==> src/rtl/peak_detect4.sv <==
// Frame-based peak detector: tracks the running maximum of a 4-bit sample
// stream and the index of its first occurrence, then presents the result
// on an output handshake at the end of each frame.

// 4-bit strict unsigned greater-than compare.
module greaterthan4bit (
  input  logic [3:0] a_i,
  input  logic [3:0] b_i,
  output logic       gt_o
);

  assign gt_o = (a_i > b_i);

endmodule

module peak_detect4 #(
  parameter int unsigned FRAME_LEN = 8,
  parameter int unsigned IDX_W     = 8
) (
  input  logic             clk_i,
  input  logic             rst_ni,
  input  logic             start_i,
  input  logic             in_valid_i,
  input  logic [3:0]       in_data_i,
  output logic             in_ready_o,
  output logic             out_valid_o,
  input  logic             out_ready_i,
  output logic [3:0]       out_max_o,
  output logic [IDX_W-1:0] out_idx_o,
  output logic             busy_o
);

  localparam logic [IDX_W-1:0] LastIdx = IDX_W'(FRAME_LEN - 1);

  typedef enum logic [1:0] {StIdle, StAccum, StDone} state_e;

  state_e           state_q, state_d;
  logic [IDX_W-1:0] cnt_q, cnt_d;
  logic [IDX_W-1:0] idx_q, idx_d;
  logic [3:0]       max_q, max_d;
  logic             gt;

  greaterthan4bit u_gt (
    .a_i  (in_data_i),
    .b_i  (max_q),
    .gt_o (gt)
  );

  // Handshake flags come straight from the state register.
  assign in_ready_o  = (state_q == StAccum);
  assign out_valid_o = (state_q == StDone);
  assign busy_o      = (state_q != StIdle);
  assign out_max_o   = max_q;
  assign out_idx_o   = idx_q;

  // Next-state and datapath update.
  always_comb begin
    state_d = state_q;
    cnt_d   = cnt_q;
    max_d   = max_q;
    idx_d   = idx_q;
    unique case (state_q)
      StIdle: begin
        if (start_i) begin
          state_d = StAccum;
          cnt_d   = '0;
          max_d   = '0;
          idx_d   = '0;
        end
      end
      StAccum: begin
        if (in_valid_i) begin
          // First sample seeds the maximum; later ones replace it only when
          // strictly larger, so ties keep the earliest index.
          if (cnt_q == '0) begin
            max_d = in_data_i;
            idx_d = '0;
          end else if (gt) begin
            max_d = in_data_i;
            idx_d = cnt_q;
          end
          if (cnt_q == LastIdx) begin
            state_d = StDone;
          end else begin
            cnt_d = cnt_q + IDX_W'(1);
          end
        end
      end
      StDone: begin
        if (out_ready_i) begin
          state_d = StIdle;
        end
      end
      default: state_d = StIdle;
    endcase
  end

  // State registers with synchronous active-low reset.
  always_ff @(posedge clk_i) begin
    if (!rst_ni) begin
      state_q <= StIdle;
      cnt_q   <= '0;
      max_q   <= '0;
      idx_q   <= '0;
    end else begin
      state_q <= state_d;
      cnt_q   <= cnt_d;
      max_q   <= max_d;
      idx_q   <= idx_d;
    end
  end

endmodule
==> config.mk <==
export PLATFORM = sky130hd
export DESIGN_NAME = peak_detect4
export DESIGN_NICKNAME = d
export VERILOG_FILES = /design/src/rtl/peak_detect4.sv
export SDC_FILE = /design/constraint.sdc
export NUM_CORES = 1
export LEC_CHECK = 0
export CAP_MARGIN = 10
export CORE_MARGIN = 1.5
export CORE_UTILIZATION = 54
export CTS_CLUSTER_DIAMETER = 50
export DETAILED_ROUTE_END_ITERATION = 12
export PLACE_DENSITY = 0.91
export SYNTH_ARGS = -nofsm -noshare
export SYNTH_HDL_FRONTEND = slang
export SYNTH_SLANG_ARGS = --single-unit
==> constraint.sdc <==
create_clock -name clk_i -period 3.6 [get_ports clk_i]
set_clock_uncertainty 0.2 [all_clocks]
set_input_delay 0.54 -clock clk_i [delete_from_list [all_inputs] [get_ports clk_i]]
set_output_delay 0.54 -clock clk_i [all_outputs]
set_load 0.005 [all_outputs]
After elaboration in Yosys (flattened, before gate mapping)
Cells that the tools add are included.
- output and inout bits: 15
- flip-flop bits (word level): 22
- input bits: 9
- word-level logic and storage cells: 40
- reductions and logical operators: 7
- $add $sub $neg: 1
- equality and inequality tests: 9
- order comparisons: 1
- muxes and demuxes: 18
- operators by type and width (kind ; count):
    $mux W8 ; 6
    $pmux W8 S2 ; 2
    $mux W4 ; 4
    $reduce_and A4 Y1 ; 3
    $add A8 B1 Y8 const B ; 1
    $eq A8 B3 Y1 const B ; 1
    $logic_not A8 Y1 ; 1
    $mux W2 ; 4
    $pmux W4 S2 ; 1
    $ne A2 B2 Y1 const B ; 3
    $pmux W2 S3 ; 1
    $gt A4 B4 Y1 ; 1
    $ne A2 B1 Y1 const B ; 2
    $reduce_bool A2 Y1 ; 2
    $ne A3 B1 Y1 const B ; 1
    $eq A2 B1 Y1 const B ; 1
    $eq A2 B2 Y1 const B ; 1
    $logic_not A2 Y1 ; 1

Logic depth before layout (Yosys ltp)
- depth in word-level cells: 5
- depth in mapped cells: 8
- depth with buffers taken out: 7

Cells and area by module
Synthesis repeated with hierarchy kept, for this count alone.
- cells, all modules: 142
- area, all modules: 1244.9 um^2
- modules (own cells, without submodules) (module ; instances ; cells each ; area each (um^2) ; sequential area each (um^2)):
    peak_detect4 ; 1 ; 129 ; 1146.1 ; 440.4
    greaterthan4bit ; 1 ; 13 ; 98.8 ; 0.0

Worst setup path before layout
Ideal clock, no wire load.
- path type: input port to flip-flop
- start: in in_data_i[1]
- end: reg idx_q[2] (netlist: out_idx_o[2])
- arrival time: 1.775 ns
- setup time: 0.072 ns
- data required time: 3.328 ns
- setup slack: 1.553 ns
- cell stages on the path: 7
- path buffers: 1
- cell sequence: ha_1 nor2b_1 o211ai_1 a2111oi_4 a21oi_2 buf_6 mux2i_1
- longest elaborated chain between the ends: 3
- RTL lines (what ; RTL line ; text):
    start, declared ; 24 ; input logic [3:0] in_data_i,
    $gt A4 B4 Y1 ; 12 ; assign gt_o = (a_i > b_i);
    $ne A3 B1 Y1 (no line) ; - ;
    $reduce_and A4 Y1 (no line) ; - ;
    end signal, assigned ; 109 ; idx_q <= idx_d;
    end, declared ; 39 ; logic [IDX_W-1:0] idx_q, idx_d;
Every way passes these cells.
A chain may end at the register's enable or synchronous reset.

Final worst setup path
- start: in in_data_i[1]
- end: reg idx_q[7] (netlist: out_idx_o[7])
Same word-level chain as after synthesis.

==> run metrics <==
Clock Latency Late Sink 0.31 ns; final hold viol count 0; Starting Density 0.5856; post-synthesis register bit count 22; gpl congestion 0.8473; H-Tree Depth 1; Int Pwr 0.3432 mW; Layout Cell Area excl Fill 0.001446 sq mm; hold crit path type reg2reg; clock transition at the registers of the reported paths 0.12 ns; crit share post-route 0.7277; Clock Power Share 0.296; max-slew violation count 0; ys flop type dfxtp_1; Fin Hold WS 0.2700 ns; # diodes 0; root buffer cell clkbuf_4; Final #Nets 171; Antenna Nets Post-Route 0; Synth Warn # 0; GRT Total Usage 0.2100; Worst VDD drop 237.5 uV; area occupied by registers approximately 440 sq um; max-cap viol count 0; switching pwr 0.1151 mW; Worst-Margin Slew 0.8686 ns; post-synth top area cell dfxtp_1; via count 1013; share of layout cells above drive strength 1 0.07097; post-synthesis average cell area a little under 9 sq um; vias in the first global route 945; WP data arrival 2.66 ns; Placed Area 0.001410 sq mm; register area share after synthesis 0.3757; grt ovf 0; Setup CP Type in2reg; core area 0.002002 sq mm; slowest CP cell a21oi_2; Hold Path Stages 2; TNS Setup 0 ns; buffer depth of the longest clock path 2; cts bufs inserted 3; Critical Path Stages 7; crit-path max cell delay around 0.6 ns; Top delay family on crit path compound AO/OA/AOI/OAI gates; cell leakage power approximately 0.54 nW; vias per cell 5.566; die area 0.002460 sq mm; crit start category input port; TritonCTS clock tree yes; Die X 49.60 um; commonest cells after routing, fill and taps aside clkdlybuf4s50_1, dfxtp_1, nand2_1; Cells after Synth 133; worst slack, placed 0.6612 ns; final setup vio count 0; Filler Cell Count 165; Hold-fix buffers, CTS 0; Yosys cell types 35; clock tree sinks 22; switching part of the total power 0.2512; row cnt 16; largest net degree at the start of global routing 30; most common cell after layout, fill and taps aside clkdlybuf4s50_1; RSZ-0062 raised after global routing false; antenna violations before repair 0; fin worst setup slack 0.9803 ns; Worst Reg-to-Reg Cells 7; drt drc 0; hold path startpoint out_idx_o[2]$_SDFFE_PN0P_; die height 49.60 um; crit path time final 2.620 ns; Seq pwr share 0.548; area of the multi-input gates around 670 sq um; top cells by area, synth dfxtp_1, mux2i_1, ha_1; post-CTS sizing 0; Crit. Startpoint in_data_i[1]; syn_nets 148; PD cells 316.9 mW/mm^2; total power draw 0.4584 mW; Async S/R FF share, synth 0; crit-path cells clkdlybuf4s50_1 > ha_1 > nor2b_1 > o211ai_1 > a2111oi_4 > a21oi_2 > mux2i_1; share of the synthesized area in the top cell type 0.3757; Setup Fix Bufs, Post-CTS 0; final WL approximately 2400 um; drt first pass iters 5; Worst Path Max Fanout 12; combinational share of power 0.156; number of flops mapped to enable cells by yosys 0; HPWL Detailed 1803 um; Critical Path RT between 3 and 4 ns; Post-Syn Area 0.001172 sq mm; IO Port Bufs 23; io pins 24; Crit. End Element register; Rel. slew slack 0.4191; outcome finished, final reports clean; area delta synth->final 23.37%; DR WL/cell 13.28 um; CP bufs+invs 1; Max Clk Rate 381.7 MHz; Worst R2R Start out_max_o[1]$_SDFFE_PN0P_; initial drt markers 15; first-pass GRT wire length 4043 um
## power by group through the flow
stage                     Sequential [mW]  Combinational (mW)  Clock, mW
after detailed placement            0.257              0.0711          0
after global routing                0.252              0.0775      0.150
after CTS                           0.251              0.0715      0.139
after floorplan                     0.256              0.0479          0
after global placement              0.256              0.0678          0
final                               0.251              0.0714      0.136
## cells by family (layout without fill, tap and decap cells)
family | Yosys count | after routing | synth area share
AO/OA/AOI/OAI | 14 | 14 | 0.1046
adder cells (fa/ha/maj) | 6 | 6 | 0.06403
flip-flops | 22 | 22 | 0.3757
multiplexers | 11 | 11 | 0.09712
AND/OR/NAND/NOR | 60 | 60 | 0.2668
XOR/XNOR | 5 | 5 | 0.03735
buffers and inverters | 15 | 37 | 0.05442
## layout make-up
cell class                 instances  area share
clock buffer                       4     0.02509
inverter                          10     0.02595
multi-input combinational         96      0.4619
sequential                        22      0.3045
tap                               27     0.02336
timing repair buffer              23      0.1592
## tightest hold or removal path: cells and delay by family (launching register included)
family	cells	cell delay, ns
multiplexers	1	0.05
AND/OR/NAND/NOR	1	0.05
flip-flops	1	0.33
## Yosys cell counts, types with 2 or more instances
library cell  number
clkbuf_1           4
nand4_1            4
a2bb2o_1           2
a31oi_1            4
nand3_1           12
nor2b_1            3
dfxtp_1           22
xor2_1             4
and2_1             4
ha_1               6
nor2_1             9
inv_1              9
a21boi_1           2
nand2_1           18
mux2i_1           10
## flip-flops by register name, indices dropped and copies added, names as in the netlist
signal,count
cnt_q,8
out_idx_o,8
out_max_o,4
state_q,2
## path summary, 6_finish.rpt
kind	to	slack, ns
worst max-delay path	out_idx_o[7]$_SDFFE_PN0P_	0.98
worst min-delay path	out_idx_o[2]$_SDFFE_PN0P_	0.27
worst max register to register	out_idx_o[7]$_SDFFE_PN0P_	1.27
worst min register to register	out_idx_o[2]$_SDFFE_PN0P_	0.27
## per-stage QoR
step | utilization | instances
after global placement | 0.7044 | 178
after CTS | 0.7225 | 182
after detailed placement | 0.7044 | 178
after floorplan | - | 133
final | 0.7225 | 182
after global routing | 0.7225 | 182
## layer usage
layer | vias to the layer above | track usage | wire, um
li1 | 500 | - | -
met1 | 472 | 0.2328 | 1038
met2 | 34 | 0.4089 | 1221
met3 | 7 | 0.03030 | 110
met4 | 0 | 0.05556 | 46
met5 | - | 0 | 0
No activity file was read; power rests on OpenSTA's default activity.
